File: src/rtl/trap_ctrl_pkg.sv
// trap_ctrl_pkg: csr_def types used by the trap sequencer (modes, mstatus/tvec layouts, trap kinds, IRQ priority).
package trap_ctrl_pkg;
    typedef enum logic [1:0] {MODE_U = 2'd0, MODE_S = 2'd1, MODE_RSV = 2'd2, MODE_M = 2'd3} cpu_mode_t;
    typedef enum logic [1:0] {KIND_NONE = 2'd0, KIND_EXC = 2'd1, KIND_MRET = 2'd2, KIND_SRET = 2'd3} trap_kind_t;
    typedef enum logic [2:0] {ST_BOOT, ST_IDLE, ST_DRAIN, ST_WRITE, ST_REDIRECT} trap_state_t;
    typedef logic [31:0] mip_t;
    typedef logic [31:0] mie_t;
    typedef struct packed {
        logic       sd;
        logic [7:0] wpri23;
        logic       tsr, tw, tvm, mxr, sum, mprv;
        logic [1:0] xs, fs;
        cpu_mode_t  mpp;
        logic [1:0] vs;
        logic       spp, mpie, ube, spie, wpri4, mie, wpri2, sie, wpri0;
    } mstatus_t;
    typedef struct packed {
        logic [29:0] base;
        logic [1:0]  mode;
    } tvec_t;
    localparam logic [4:0] IRQ_MEI = 5'd11;
    localparam logic [4:0] IRQ_MSI = 5'd3;
    localparam logic [4:0] IRQ_MTI = 5'd7;
    localparam logic [4:0] IRQ_SEI = 5'd9;
    localparam logic [4:0] IRQ_SSI = 5'd1;
    localparam logic [4:0] IRQ_STI = 5'd5;
    localparam int IRQ_N = 6;
    localparam logic [4:0] IRQ_PRIO [IRQ_N] = '{IRQ_MEI, IRQ_MSI, IRQ_MTI, IRQ_SEI, IRQ_SSI, IRQ_STI};
endpackage

File: src/rtl/trap_ctrl_if.sv
// trap_ctrl_if: commit-event, CSR, pipeline-drain and fetch-redirect signals around the trap sequencer.
interface trap_ctrl_if;
    import trap_ctrl_pkg::*;
    logic        evt_valid, evt_ready;
    trap_kind_t  evt_kind;
    logic [4:0]  evt_cause;
    logic [31:0] evt_pc, evt_tval;
    mip_t        mip;
    mie_t        mie;
    mstatus_t    mstatus;
    logic [31:0] mideleg, medeleg;
    tvec_t       mtvec, stvec;
    logic [31:0] mepc, sepc;
    logic        flush_req, flush_ack;
    logic        csr_we, csr_to_s, csr_cause_we;
    mstatus_t    wb_mstatus;
    logic [31:0] wb_cause, wb_epc, wb_tval;
    logic        redirect_valid, redirect_ready;
    logic [31:0] redirect_pc;
    cpu_mode_t   priv_mode;
    modport master (
        output evt_valid, evt_kind, evt_cause, evt_pc, evt_tval, mip, mie, mstatus,
               mideleg, medeleg, mtvec, stvec, mepc, sepc, flush_ack, redirect_ready,
        input  evt_ready, flush_req, csr_we, csr_to_s, csr_cause_we, wb_mstatus,
               wb_cause, wb_epc, wb_tval, redirect_valid, redirect_pc, priv_mode
    );
    modport slave (
        input  evt_valid, evt_kind, evt_cause, evt_pc, evt_tval, mip, mie, mstatus,
               mideleg, medeleg, mtvec, stvec, mepc, sepc, flush_ack, redirect_ready,
        output evt_ready, flush_req, csr_we, csr_to_s, csr_cause_we, wb_mstatus,
               wb_cause, wb_epc, wb_tval, redirect_valid, redirect_pc, priv_mode
    );
endinterface

File: src/rtl/trap_ctrl_irq_arbiter.sv
// trap_irq_arbiter: gates pending interrupts by mode/enables and picks the highest-priority one.
module trap_irq_arbiter
    import trap_ctrl_pkg::*;
(
    input  logic [31:0] mip,
    input  logic [31:0] mie,
    input  logic [31:0] mideleg,
    input  logic        status_mie,
    input  logic        status_sie,
    input  cpu_mode_t   mode,
    output logic        take,
    output logic [4:0]  code,
    output logic        to_s
);
    logic [31:0] en;
    logic m_en, s_en;
    assign m_en = mode != MODE_M || status_mie;
    assign s_en = mode == MODE_U || (mode == MODE_S && status_sie);
    assign en = mip & mie & ((mideleg & {32{s_en}}) | (~mideleg & {32{m_en}}));
    // Scan lowest priority first so the highest-priority hit is written last.
    always_comb begin
        take = 1'b0;
        code = '0;
        for (int i = IRQ_N - 1; i >= 0; i--)
            if (en[IRQ_PRIO[i]]) begin
                take = 1'b1;
                code = IRQ_PRIO[i];
            end
    end
    assign to_s = take && mode != MODE_M && mideleg[code];
endmodule

File: src/rtl/trap_ctrl.sv
// trap_ctrl: privilege/trap sequencer; arbitrates commit events vs interrupts, drains, writes CSRs, redirects fetch.
module trap_ctrl
    import trap_ctrl_pkg::*;
#(
    parameter logic [31:0] RESET_PC = 32'h8000_0000,
    parameter bit          VEC_EN   = 1'b1
) (
    input logic        clk,
    input logic        rst,
    trap_ctrl_if.slave bus
);
    trap_state_t state, state_n;
    cpu_mode_t   priv, new_mode;
    trap_kind_t  kind;
    mstatus_t    ms_n;
    tvec_t       tvec;
    logic        irq_take, irq_to_s, is_int, to_s, trap, act, accept;
    logic [4:0]  irq_code, code;
    logic [31:0] epc, tval, target, rpc;
    trap_irq_arbiter u_arb (
        .mip(bus.mip), .mie(bus.mie), .mideleg(bus.mideleg),
        .status_mie(bus.mstatus.mie), .status_sie(bus.mstatus.sie),
        .mode(priv), .take(irq_take), .code(irq_code), .to_s(irq_to_s)
    );
    assign act    = irq_take || bus.evt_kind != KIND_NONE;
    assign accept = state == ST_IDLE && bus.evt_valid && act;
    assign trap   = is_int || kind == KIND_EXC;
    always_comb begin
        state_n = state;
        case (state)
            ST_BOOT:     state_n = bus.redirect_ready ? ST_IDLE : ST_BOOT;
            ST_IDLE:     state_n = (bus.evt_valid && act) ? ST_DRAIN : ST_IDLE;
            ST_DRAIN:    state_n = bus.flush_ack ? ST_WRITE : ST_DRAIN;
            ST_WRITE:    state_n = ST_REDIRECT;
            ST_REDIRECT: state_n = bus.redirect_ready ? ST_IDLE : ST_REDIRECT;
            default:     state_n = ST_BOOT;
        endcase
    end
    always_comb begin
        ms_n     = bus.mstatus;
        new_mode = priv;
        tvec     = to_s ? bus.stvec : bus.mtvec;
        target   = {tvec.base, 2'b00} + ((VEC_EN && is_int && tvec.mode == 2'b01) ? {25'b0, code, 2'b00} : 32'b0);
        if (trap && !to_s) begin
            ms_n.mpie = bus.mstatus.mie;
            ms_n.mie  = 1'b0;
            ms_n.mpp  = priv;
            new_mode  = MODE_M;
        end else if (trap) begin
            ms_n.spie = bus.mstatus.sie;
            ms_n.sie  = 1'b0;
            ms_n.spp  = priv[0];
            new_mode  = MODE_S;
        end else if (kind == KIND_MRET) begin
            ms_n.mie  = bus.mstatus.mpie;
            ms_n.mpie = 1'b1;
            ms_n.mpp  = MODE_U;
            new_mode  = bus.mstatus.mpp;
            target    = bus.mepc;
        end else begin
            ms_n.sie  = bus.mstatus.spie;
            ms_n.spie = 1'b1;
            ms_n.spp  = 1'b0;
            new_mode  = bus.mstatus.spp ? MODE_S : MODE_U;
            target    = bus.sepc;
        end
    end
    always_ff @(posedge clk) begin
        if (rst) begin
            state  <= ST_BOOT;
            priv   <= MODE_M;
            rpc    <= RESET_PC & 32'hFFFF_FFFC;
            kind   <= KIND_NONE;
            is_int <= 1'b0;
            code   <= '0;
            to_s   <= 1'b0;
            epc    <= '0;
            tval   <= '0;
        end else begin
            state <= state_n;
            if (accept) begin
                kind   <= bus.evt_kind;
                is_int <= irq_take;
                code   <= irq_take ? irq_code : bus.evt_cause;
                to_s   <= irq_take ? irq_to_s
                        : (bus.evt_kind == KIND_EXC && priv != MODE_M && bus.medeleg[bus.evt_cause]);
                epc    <= bus.evt_pc;
                tval   <= irq_take ? 32'b0 : bus.evt_tval;
            end
            if (state == ST_WRITE) begin
                priv <= new_mode;
                rpc  <= target & 32'hFFFF_FFFC;
            end
        end
    end
    // Outputs are masked during reset so an in-flight write-back is dropped at once.
    assign bus.evt_ready      = !rst && state == ST_IDLE;
    assign bus.flush_req      = !rst && state == ST_DRAIN;
    assign bus.csr_we         = !rst && state == ST_WRITE;
    assign bus.csr_cause_we   = bus.csr_we && trap;
    assign bus.csr_to_s       = to_s;
    assign bus.wb_mstatus     = bus.csr_we ? ms_n : '0;
    assign bus.wb_cause       = {is_int, 26'b0, code};
    assign bus.wb_epc         = epc;
    assign bus.wb_tval        = tval;
    assign bus.redirect_valid = !rst && (state == ST_BOOT || state == ST_REDIRECT);
    assign bus.redirect_pc    = rpc;
    assign bus.priv_mode      = priv;
endmodule
File: src/flat_wrapper.sv
// flat-port wrapper written by rule: the top's interface ports become plain ports
module trap_ctrl_flat import trap_ctrl_pkg::*;
#(
    parameter logic [31:0] RESET_PC = 32'h8000_0000,
    parameter bit          VEC_EN   = 1'b1
)
  (clk, rst, bus_evt_valid, bus_evt_kind, bus_evt_cause, bus_evt_pc, bus_evt_tval, bus_mip, bus_mie, bus_mstatus, bus_mideleg, bus_medeleg, bus_mtvec, bus_stvec, bus_mepc, bus_sepc, bus_flush_ack, bus_redirect_ready, bus_evt_ready, bus_flush_req, bus_csr_we, bus_csr_to_s, bus_csr_cause_we, bus_wb_mstatus, bus_wb_cause, bus_wb_epc, bus_wb_tval, bus_redirect_valid, bus_redirect_pc, bus_priv_mode);
  trap_ctrl_if bus_i ();
  input logic clk;
  input logic rst;
  input wire logic [$bits(bus_i.evt_valid)-1:0] bus_evt_valid;
  input wire logic [$bits(bus_i.evt_kind)-1:0] bus_evt_kind;
  input wire logic [$bits(bus_i.evt_cause)-1:0] bus_evt_cause;
  input wire logic [$bits(bus_i.evt_pc)-1:0] bus_evt_pc;
  input wire logic [$bits(bus_i.evt_tval)-1:0] bus_evt_tval;
  input wire logic [$bits(bus_i.mip)-1:0] bus_mip;
  input wire logic [$bits(bus_i.mie)-1:0] bus_mie;
  input wire logic [$bits(bus_i.mstatus)-1:0] bus_mstatus;
  input wire logic [$bits(bus_i.mideleg)-1:0] bus_mideleg;
  input wire logic [$bits(bus_i.medeleg)-1:0] bus_medeleg;
  input wire logic [$bits(bus_i.mtvec)-1:0] bus_mtvec;
  input wire logic [$bits(bus_i.stvec)-1:0] bus_stvec;
  input wire logic [$bits(bus_i.mepc)-1:0] bus_mepc;
  input wire logic [$bits(bus_i.sepc)-1:0] bus_sepc;
  input wire logic [$bits(bus_i.flush_ack)-1:0] bus_flush_ack;
  input wire logic [$bits(bus_i.redirect_ready)-1:0] bus_redirect_ready;
  output wire logic [$bits(bus_i.evt_ready)-1:0] bus_evt_ready;
  output wire logic [$bits(bus_i.flush_req)-1:0] bus_flush_req;
  output wire logic [$bits(bus_i.csr_we)-1:0] bus_csr_we;
  output wire logic [$bits(bus_i.csr_to_s)-1:0] bus_csr_to_s;
  output wire logic [$bits(bus_i.csr_cause_we)-1:0] bus_csr_cause_we;
  output wire logic [$bits(bus_i.wb_mstatus)-1:0] bus_wb_mstatus;
  output wire logic [$bits(bus_i.wb_cause)-1:0] bus_wb_cause;
  output wire logic [$bits(bus_i.wb_epc)-1:0] bus_wb_epc;
  output wire logic [$bits(bus_i.wb_tval)-1:0] bus_wb_tval;
  output wire logic [$bits(bus_i.redirect_valid)-1:0] bus_redirect_valid;
  output wire logic [$bits(bus_i.redirect_pc)-1:0] bus_redirect_pc;
  output wire logic [$bits(bus_i.priv_mode)-1:0] bus_priv_mode;
  assign bus_i.evt_valid = bus_evt_valid;
  assign bus_i.evt_kind = bus_evt_kind;
  assign bus_i.evt_cause = bus_evt_cause;
  assign bus_i.evt_pc = bus_evt_pc;
  assign bus_i.evt_tval = bus_evt_tval;
  assign bus_i.mip = bus_mip;
  assign bus_i.mie = bus_mie;
  assign bus_i.mstatus = bus_mstatus;
  assign bus_i.mideleg = bus_mideleg;
  assign bus_i.medeleg = bus_medeleg;
  assign bus_i.mtvec = bus_mtvec;
  assign bus_i.stvec = bus_stvec;
  assign bus_i.mepc = bus_mepc;
  assign bus_i.sepc = bus_sepc;
  assign bus_i.flush_ack = bus_flush_ack;
  assign bus_i.redirect_ready = bus_redirect_ready;
  assign bus_evt_ready = bus_i.evt_ready;
  assign bus_flush_req = bus_i.flush_req;
  assign bus_csr_we = bus_i.csr_we;
  assign bus_csr_to_s = bus_i.csr_to_s;
  assign bus_csr_cause_we = bus_i.csr_cause_we;
  assign bus_wb_mstatus = bus_i.wb_mstatus;
  assign bus_wb_cause = bus_i.wb_cause;
  assign bus_wb_epc = bus_i.wb_epc;
  assign bus_wb_tval = bus_i.wb_tval;
  assign bus_redirect_valid = bus_i.redirect_valid;
  assign bus_redirect_pc = bus_i.redirect_pc;
  assign bus_priv_mode = bus_i.priv_mode;
  trap_ctrl #(.RESET_PC(RESET_PC), .VEC_EN(VEC_EN)) u_core (.clk(clk), .rst(rst), .bus(bus_i));
endmodule
File: config.mk
export PLATFORM = sky130hd
export DESIGN_NAME = trap_ctrl_flat
export DESIGN_NICKNAME = d
export VERILOG_FILES = /design/src/rtl/trap_ctrl_pkg.sv /design/src/rtl/trap_ctrl_if.sv /design/src/rtl/trap_ctrl_irq_arbiter.sv /design/src/rtl/trap_ctrl.sv /design/src/flat_wrapper.sv
export SDC_FILE = /design/constraint.sdc
export NUM_CORES = 1
export LEC_CHECK = 0
export CORE_AREA = 2 2 204 206
export DETAILED_ROUTE_END_ITERATION = 10
export DIE_AREA = 0 0 206 208
export PLACE_DENSITY = 0.55
export SETUP_SLACK_MARGIN = 0.3
export SYNTH_ARGS = -nofsm -noshare
export SYNTH_HDL_FRONTEND = slang
export SYNTH_SLANG_ARGS = --single-unit
File: constraint.sdc
create_clock -name clk -period 5.4 [get_ports clk]
set_clock_uncertainty 0.05 [all_clocks]
set_input_delay 1.08 -clock clk [delete_from_list [all_inputs] [get_ports clk]]
set_output_delay 1.08 -clock clk [all_outputs]
set_load 0.02 [all_outputs]
==> results of run 1 <==
[flip-flops by register name, indices dropped and copies added, names as in the netlist]
register and count:
u_core.bus.priv_mode 2, u_core.bus.wb_epc 32, u_core.state 3, u_core.kind 2, u_core.bus.csr_to_s 1, u_core.bus.redirect_pc 30
u_core.code 5, u_core.is_int 1, u_core.bus.wb_tval 32
[layer usage]
| metal | track usage [%] | vias to the layer above | share of wire (%) |
|---|---|---|---|
| met5 | 0 | - | 0.083 |
| met4 | 3.97 | 4 | 1.7 |
| met3 | 4.61 | 29 | 8.9 |
| met2 | 25.4 | 304 | 49 |
| met1 | 17.2 | 3699 | 41 |
| li1 | - | 3894 | - |
[per-stage QoR]
stage                     setup WS, ns  hold WS, ns
final                             1.12        0.403
after detailed placement         0.812        0.394
after floorplan                   1.14        0.400
after global routing             0.863        0.418
after CTS                         1.01        0.405
after global placement           0.828        0.388
[area by class of cell]
cell class | instances | area, um2 | area share (%)
antenna | 2 | 5.00 | 0.0429
clock buffer | 9 | 225 | 1.93
clock inverter | 7 | 66.3 | 0.569
inverter | 11 | 41.3 | 0.354
multi-input combinational | 709 | 4140 | 35.5
sequential | 108 | 2160 | 18.5
tap | 532 | 666 | 5.71
timing repair buffer | 438 | 4350 | 37.3
[cells in the final DEF (no fill, tap or decap), drive strengths merged, types with 8 or more instances in the layout]
master         Yosys  final
clkdlybuf4s50      0    421
nand2            187    187
dfxtp            108    108
a21oi             95     95
nor2              59     59
nand3             53     53
and3              31     31
mux2i             31     31
conb               1     28
nor3              23     23
o21ai             22     22
buf               46     17
inv               11     16
a211oi            14     14
nand3b            13     13
a311oi            11     11
xor2              10     10
a31oi             10     10
mux4              10     10
clkbuf            51      9
mux2               8      8
[power breakdown]
part           switching, W  internal, W  total, W
clock network      0.000369     0.000329  0.000698
registers         0.0000206     0.000826  0.000846
logic              0.000288     0.000316  0.000604
[path summary, 6_finish.rpt]
path / startpoint / endpoint / slack [ns] / cells after the start
min: u_core.bus.wb_tval[9] / u_core.bus.wb_tval[9] / 0.40 / 2
min reg2reg: u_core.bus.wb_tval[9] / u_core.bus.wb_tval[9] / 0.40 / 2
max reg2reg: u_core.bus.csr_to_s / u_core.bus.redirect_pc[20] / 2.04 / 11
max: rst / bus_csr_cause_we / 1.12 / 7
[cells by family after synthesis]
kind of cell | synth area share (%)
DFF | 32.1
xor gates and xnor gates | 2.08
buffers and inverters | 8.16
other | 0.0557
AOI/OAI and AO/OA | 18.6
muxes | 9.29
and+or+nand+nor | 28.5
adders and majority gates | 1.23
[critical path, cell delays in order]
cell	delay, ns
buf_4	0.12
inv_1	0.06
nand2_1	0.22
inv_1	0.46
nand2_1	0.31
inv_1	0.25
clkdlybuf4s50_1	0.64
==> results by group, run 1 <==
Status
  – Status: finished clean

STA
  – Worst-Margin Slew: approximately 0.91 ns
  – Max Fclk: 234 MHz
  – Final period util: 79.2%
  – Final hold vios: 0
  – RSZ-0062 raised after global routing: false
  – Sum Neg Setup Slack: 0 ns
  – Post-route minimum period: 4.28 ns
  – Setup Viol. Count Final: 0
  – Slew HR: 38.9%
  – Slew Limit Fails: 0

Worst setup path
  – CP arrival: 3.15 ns
  – CP Capture Type: output port
  – Required time of the worst setup path: 4.27 ns
  – Setup CP Type: in -> out
  – CP Launch Type: primary input
  – CP max FO: 7

Clock tree
  – H-tree levels: 3
  – Post-CTS resize count: 0
  – Clk sinks: 108
  – Total CTS buffers: 9
  – Clk pin slew, worst setup/hold paths: roughly 0.08 ns
  – Post-CTS Hold Fix Bufs: 0
  – Clk buf depth: 2
  – Clock root buffer: clkbuf_16
  – Setup Buffers After CTS: 0
  – CTS tree: yes
  – Clk Latency, worst-skew pair: 0.37 ns

Floorplanning
  – Row count: 74
  – Die Wd: just over 200 um
  – Die height: ~210 um
  – Area of the core: 40600 um2
  – Die area: 42800 um2
  – Initial core utilization: 16.6%
  – Ports: 532

Yosys
  – Mapped Cells: approximately 900
  – Synth unique cells: 63
  – Synthesized cell area: 6730 um2
  – Largest area contributor in the netlist: dfxtp_1
  – Seq/Total Area, Yosys: 32.1%
  – Synth cell count leaders: nand2_1 (187), dfxtp_1 (108), a21oi_1 (95), nor2_1 (59), nand3_1 (53)
  – Most frequent cell after synthesis: nand2_1
  – Post-synth top flop: dfxtp_1
  – Post-synth top area share: 32.1%
  – Yosys Warn Count: 0
  – Synth async-reset ratio: 0%
  – Average size of a mapped cell: 7.50 um2
  – Count of flip-flops with a built-in enable after synthesis: 0
  – Main area contributors after synthesis: dfxtp_1 (32%), nand2_1 (10%), a21oi_1 (7.1%)
  – Yosys reg bits: 108

Power and ir drop
  – Tot Pwr: 0.00215 W
  – Leak: just over 4 nW
  – Peak VDD IR: 0.146 mV
  – Pwr dens: 184 nW/um2

Cells and area
  – Nets: 1647
  – Final instance area: 11700 um2
  – Layout area overhead: 73.3%
  – Layout cells sized above 1: ~5.2%
  – Final core utilization: 28.8%
  – Layout fillers: about 4400
  – Fin cells: 1816

Place
  – Hpwl dp: 24.7 mm
  – Routability cong.: between 0.7 and 0.8
  – Dpl cells: 1798
  – Buffers on Ports: 422
  – DP Area: 11400 um2

GRT
  – Initial antenna violation count: 4
  – Tot GR Track Use: 14.6%
  – Largest net degree at the start of global routing: 66
  – Vias in the first global route: 7858
  – First-pass GRT wire length: 47.6 mm
  – Total grt overflow: 0

Drt
  – Final wirelength: approximately 33 mm
  – DRC viols: 0
  – Via count: between 7000 and 8000
  – Drt wl/cell: 18.0 um
  – DRT antenna net count: 0
  – 1st-pass router iterations: 5
  – Iter 0 DRT Violations: 355
  – Via-per-instance ratio: 4.37

Job
  – Max-Cap Viols: 0

Worst hold path
  – Worst Hold Class: reg -> reg
Power figures use the tool's default switching activity.
==> run 2: changes to the inputs <==
==> constraint.sdc (replaced) <==
create_clock -name clk -period 4.2 [get_ports clk]
set_clock_uncertainty 0.05 [all_clocks]
set_input_delay 0.84 -clock clk [delete_from_list [all_inputs] [get_ports clk]]
set_output_delay 0.84 -clock clk [all_outputs]
set_load 0.02 [all_outputs]
==> results by group, run 2 (synthesis gave the netlist of run 1 again) <==
Status
  – Status: finished clean

Clock tree
  – CTS tree: yes
  – Clk Latency, worst-skew pair: roughly 0.38 ns
  – Post-CTS Hold Fix Bufs: 0
  – Clk buf depth: 2
  – Clk pin slew, worst setup/hold paths: approximately 0.090 ns
  – H-tree levels: 3
  – Setup Buffers After CTS: 0
  – Clock root buffer: clkbuf_16
  – Post-CTS resize count: 0
  – Total CTS buffers: 9
  – Clk sinks: 108

Job
  – Max-Cap Viols: 0

Worst hold path
  – Worst Hold Class: reg -> reg

Place
  – DP Area: 11500 um2
  – Hpwl dp: between 20 and 30 mm
  – Routability cong.: approximately 0.84
  – Buffers on Ports: 422
  – Pre-CTS setup slack: 0.112 ns

Worst setup path
  – Max incr delay on CP: 0.65 ns
  – CP max FO: 7
  – Crit path buffers/inverters: 3
  – CP arrival: 2.80 ns
  – Crit-path leading delay family: buffers and inverters
  – Setup CP Type: reg -> out
  – Slowest cell on crit path: clkdlybuf4s50_1
  – Required time of the worst setup path: 3.31 ns
  – CP Launch Type: flop
  – Worst-path cell chain: nor2b_1 > and2_2 > nand2_1 > inv_1 > nand2_1 > inv_1 > clkdlybuf4s50_1
  – CP Capture Type: output port

GRT
  – Largest net degree at the start of global routing: 66
  – Initial antenna violation count: 1
  – Tot GR Track Use: 14.7%
  – Total grt overflow: 0
  – Vias in the first global route: between 7000 and 8000
  – First-pass GRT wire length: 47.6 mm

Floorplanning
  – Die height: 208 um
  – Initial core utilization: around 17%
  – Row count: 74
  – Area of the core: 40600 um2
  – Die area: 42800 um2
  – Ports: 532
  – Die Wd: 206 um

Cells and area
  – Antenna cell count: 0
  – Most common cell after layout, fill and taps aside: clkdlybuf4s50_1
  – Final core utilization: 29.0%
  – Final instance area: 11800 um2
  – Layout cells sized above 1: 5.89%
  – Most frequent cells in the layout: clkdlybuf4s50_1 (421), nand2_1 (187), dfxtp_1 (107)
  – Layout area overhead: 74.8%
  – Nets: 1655

Drt
  – Iter 0 DRT Violations: 331
  – Via-per-instance ratio: about 4.4
  – 1st-pass router iterations: 5
  – DRC viols: 0
  – Met3 routed WL: between 2 and 3 mm
  – Max Used Layer: met5
  – WL met2: 16.0 mm
  – Met1 wire length: 13.3 mm
  – Drt wl/cell: 17.9 um
  – DRT antenna net count: 0
  – Via count: 7959
  – Final wirelength: 32.6 mm

STA
  – Worst setup margin: around 0.5 ns
  – Final hold vios: 0
  – Post-route minimum period: 3.69 ns
  – Worst-Margin Slew: between 0.9 and 1 ns
  – Slew Limit Fails: 0
  – Max Fclk: 271 MHz
  – Setup Viol. Count Final: 0
  – Sum Neg Setup Slack: 0 ns
  – Final period util: 87.8%
  – RSZ-0062 raised after global routing: false
  – Slew HR: 35.5%

Power and ir drop
  – Pwr dens: 238 nW/um2
  – Peak VDD IR: roughly 0.19 mV
  – Leak: 4.13 nW
-- run 2: cell types whose count changed in the layout (fill, tap and decap cells not counted), moves of 2 or more --
| cell | before | now |
|---|---|---|
| diode_2 | 2 | 0 |
| buf_12 | 1 | 3 |
| inv_8 | 5 | 1 |
| clkinv_4 | 0 | 2 |
| buf_4 | 16 | 21 |
-- run 2: report_power, final --
| group | switching, W | leakage [nW] | internal [W] |
|---|---|---|---|
| registers | 0.0000265 | 0.875 | 0.00106 |
| logic | 0.000372 | 3.11 | 0.000411 |
| clock network | 0.000454 | 0.149 | 0.000472 |
| total | 0.000853 | 4.13 | 0.00194 |
-- run 2: worst min-delay path, cell delays in order, from the launching register on --
cell and delay [ns]:
dfxtp_1 0.31, nand2_1 0.05, a21oi_1 0.05
-- run 2: cell type report --
type | instances | area, um2
timing repair buffer | 446 | 4440
tap | 532 | 666
inverter | 11 | 41.3
fill | 4392 | 28800
clock inverter | 6 | 72.6
multi-input combinational | 709 | 4150
clock buffer | 10 | 229
sequential | 108 | 2160
-- run 2: path summary, 6_finish.rpt --
check                              from                    endpoint  slack, ns  cells past startpoint
setup / recovery        u_core.state[0]            bus_csr_cause_we       0.51                      7
setup reg to reg    u_core.bus.csr_to_s  u_core.bus.redirect_pc[28]       1.02                     13
hold reg to reg   u_core.bus.wb_tval[7]       u_core.bus.wb_tval[7]       0.41                      2
hold / removal    u_core.bus.wb_tval[7]       u_core.bus.wb_tval[7]       0.41                      2
-- run 2: routing by layer --
layer | global-route usage, % | vias up
li1 | - | 3899
met1 | 17.3 | 3726
met2 | 25.7 | 303
met3 | 4.37 | 29
met4 | 3.77 | 2
met5 | 0 | -
-- run 2: through the flow --
| step | hold slack, ns | cells | total power [W] |
|---|---|---|---|
| 2_1_floorplan | 0.400 | 925 | 0.00145 |
| 3_3_place_gp | 0.387 | 1806 | 0.00189 |
| 3_5_place_dp | 0.395 | 1806 | 0.00190 |
| 4_1_cts | 0.406 | 1822 | 0.00285 |
| 5_1_grt | 0.423 | 1822 | 0.00295 |
| 6_report | 0.406 | 1822 | 0.00280 |
==> run 3: changes to the inputs <==
--- a/config.mk
+++ b/config.mk
@@ -8,7 +8,7 @@
 export CORE_AREA = 2 2 204 206
 export DETAILED_ROUTE_END_ITERATION = 10
 export DIE_AREA = 0 0 206 208
-export PLACE_DENSITY = 0.55
+export PLACE_DENSITY = 0.53
 export SETUP_SLACK_MARGIN = 0.3
 export SYNTH_ARGS = -nofsm -noshare
 export SYNTH_HDL_FRONTEND = slang
==> results by group, run 3 (synthesis gave the netlist of run 1 again) <==
Floorplanning
  – Area of the core: around 41000 um2
  – Initial core utilization: 16.6%
  – Die height: between 200 and 250 um
  – Row count: 74
  – Die Wd: 206 um
  – Ports: 532
  – Die area: 42800 um2

Place
  – Routability cong.: 0.836
  – DP Area: 11500 um2
  – Buffers on Ports: 422
  – Hpwl dp: 25.4 mm

Cells and area
  – Most frequent cells in the layout: clkdlybuf4s50_1 (421), nand2_1 (187), dfxtp_1 (107)
  – Most common cell after layout, fill and taps aside: clkdlybuf4s50_1
  – Layout cells sized above 1: 6.34%
  – Nets: roughly 1700
  – Final instance area: ~12000 um2
  – Register area: between 2000 and 2500 um2
  – Layout fillers: 4389
  – Final core utilization: slightly below 30%
  – Multi-input combinational cell area: 4160 um2
  – Layout area overhead: 75.6%
  – Antenna cell count: 0

Worst hold path
  – Worst hold path stage count: 2
  – Worst Hold Class: reg -> reg
  – Worst Min Path Start: u_core.bus.wb_tval[3]
  – Hold Path End: u_core.bus.wb_tval[3]

Worst setup path
  – Setup CP Type: reg -> out
  – RR Startpoint: u_core.bus.csr_to_s
  – CP max FO: just over 40
  – CP Capture Type: output port
  – Required time of the worst setup path: 3.31 ns
  – Most Frequent Cell on Critical Path: nor2_1
  – CP Launch Type: flop
  – Reg-to-reg slack, setup: 1.02 ns
  – Crit Reg-Reg Endpoint: u_core.bus.redirect_pc[31]
  – Slowest cell on crit path: clkdlybuf4s50_1
  – Worst r2r path cells: 8
  – CP arrival: roughly 2.8 ns
  – Worst-path cell chain: buf_4 > nor2_1 > nor2_1 > a22oi_1 > nor2_1 > clkdlybuf4s50_1
  – Max incr delay on CP: 0.62 ns

Job
  – Max-Cap Viols: 0

Power and ir drop
  – Gate power share: 27.7%
  – Leak: 4.16 nW
  – Int Pwr: slightly below 0.002 W
  – Clock network fraction of total power: 33.9%
  – Sw Share: ~30%
  – Sequential power share: around two fifths
  – Sw Pwr: 0.000863 W
  – Pwr dens: 239 nW/um2
  – Peak VDD IR: ~0.28 mV

GRT
  – Total grt overflow: 0
  – Vias in the first global route: between 8000 and 9000
  – First-pass GRT wire length: 47.5 mm
  – Initial antenna violation count: 2
  – Largest net degree at the start of global routing: 65
  – Tot GR Track Use: 14.6%

STA
  – Post-route minimum period: 3.67 ns
  – Max Fclk: between 200 and 300 MHz
  – Worst-Margin Slew: between 0.8 and 0.9 ns
  – Sum Neg Setup Slack: 0 ns
  – Final hold vios: 0
  – Hold_ws: 0.404 ns
  – Setup Viol. Count Final: 0
  – Slew HR: roughly 43%
  – Final period util: 87.4%
  – Slew Limit Fails: 0
  – RSZ-0062 raised after global routing: false

Drt
  – 1st-pass router iterations: 5
  – Via-per-instance ratio: between 4 and 5
  – DRT antenna net count: 0
  – Final wirelength: 32.6 mm
  – Iter 0 DRT Violations: 314
  – Via count: roughly 8100
  – Drt wl/cell: between 15 and 20 um
  – DRC viols: 0

Clock tree
  – Post-CTS Hold Fix Bufs: 0
  – H-tree levels: 3
  – Clk sinks: 108
  – Clock root buffer: clkbuf_16
  – Clk Latency, worst-skew pair: 0.37 ns
  – Clk pin slew, worst setup/hold paths: 0.08 ns
  – Total CTS buffers: 9
  – CTS tree: yes
  – Clk buf depth: 2

Status
  – Status: finished clean
==> run 3: cell types whose count changed in the layout (fill, tap and decap cells not counted), sizes merged <==
cell    change
clkinv      -1
inv         +1
buf         +4
==> run 3: final cells by class <==
type                            instances  share of cell area (%)
Inverter                               11                   0.349
Clock inverter                          6                   0.667
Timing Repair Buffer                  450                    37.8
Sequential cell                       108                    18.3
Multi-Input combinational cell        709                    35.2
Clock buffer                           10                    2.02
Tap cell                              532                    5.63
==> run 3: how the worst max path moves through the flow <==
stage / from / end / slack, ns / cells after the start
2_1_floorplan: u_core.bus.csr_to_s / u_core.bus.redirect_pc[24] / 0.31 / 15
3_3_place_gp: bus_mtvec[0] / u_core.bus.redirect_pc[20] / 0.02 / 14
3_5_place_dp: bus_mtvec[0] / u_core.bus.redirect_pc[20] / 0.001 / 14
4_1_cts: u_core.state[0] / bus_csr_cause_we / 0.39 / 8
5_1_grt: u_core.state[0] / bus_csr_cause_we / 0.31 / 8
6_report: u_core.bus.csr_to_s / bus_wb_mstatus[12] / 0.53 / 6
==> run 3: metal layers <==
layer  up-vias  share of wire (%)  track usage (%)
li1       3908                  -                -
met1      3790                 40             16.5
met2       330                 50             25.9
met3        36                9.3             4.87
met4         4                1.5             3.69
met5         -              0.071                0
==> run 3: worst max-delay path: cells and delay by family (launching register included) <==
family | cells | cell delay (ns)
AOI/OAI and AO/OA | 1 | 0.10
DFF | 1 | 0.42
and+or+nand+nor | 3 | 0.73
buffers and inverters | 2 | 1.15
==> run 3: per-stage QoR <==
| stage | power, W | std cells | worst slack (ns) |
|---|---|---|---|
| global route | 0.00298 | 1826 | 0.307 |
| finish | 0.00283 | 1826 | 0.529 |
| floorplan | 0.00145 | 925 | 0.307 |
| global placement | 0.00189 | 1810 | 0.0239 |
| CTS | 0.00289 | 1826 | 0.392 |
| detailed placement | 0.00190 | 1810 | 0.00101 |
==> run 3: power by group through the flow <==
stage          Clock, W  Sequential [W]  Combinational [W]
3_3_place_gp          0         0.00111           0.000785
2_1_floorplan         0         0.00115           0.000306
5_1_grt         0.00104         0.00109           0.000847
4_1_cts         0.00101         0.00109           0.000792
3_5_place_dp          0         0.00111           0.000788
6_report       0.000958         0.00109           0.000784
==> run 3: timing repair <==
item / in CTS / in global routing
gates resized for setup: 0 / 2
setup endpoints to repair: 0 / 2
buffers inserted: 0 / 0
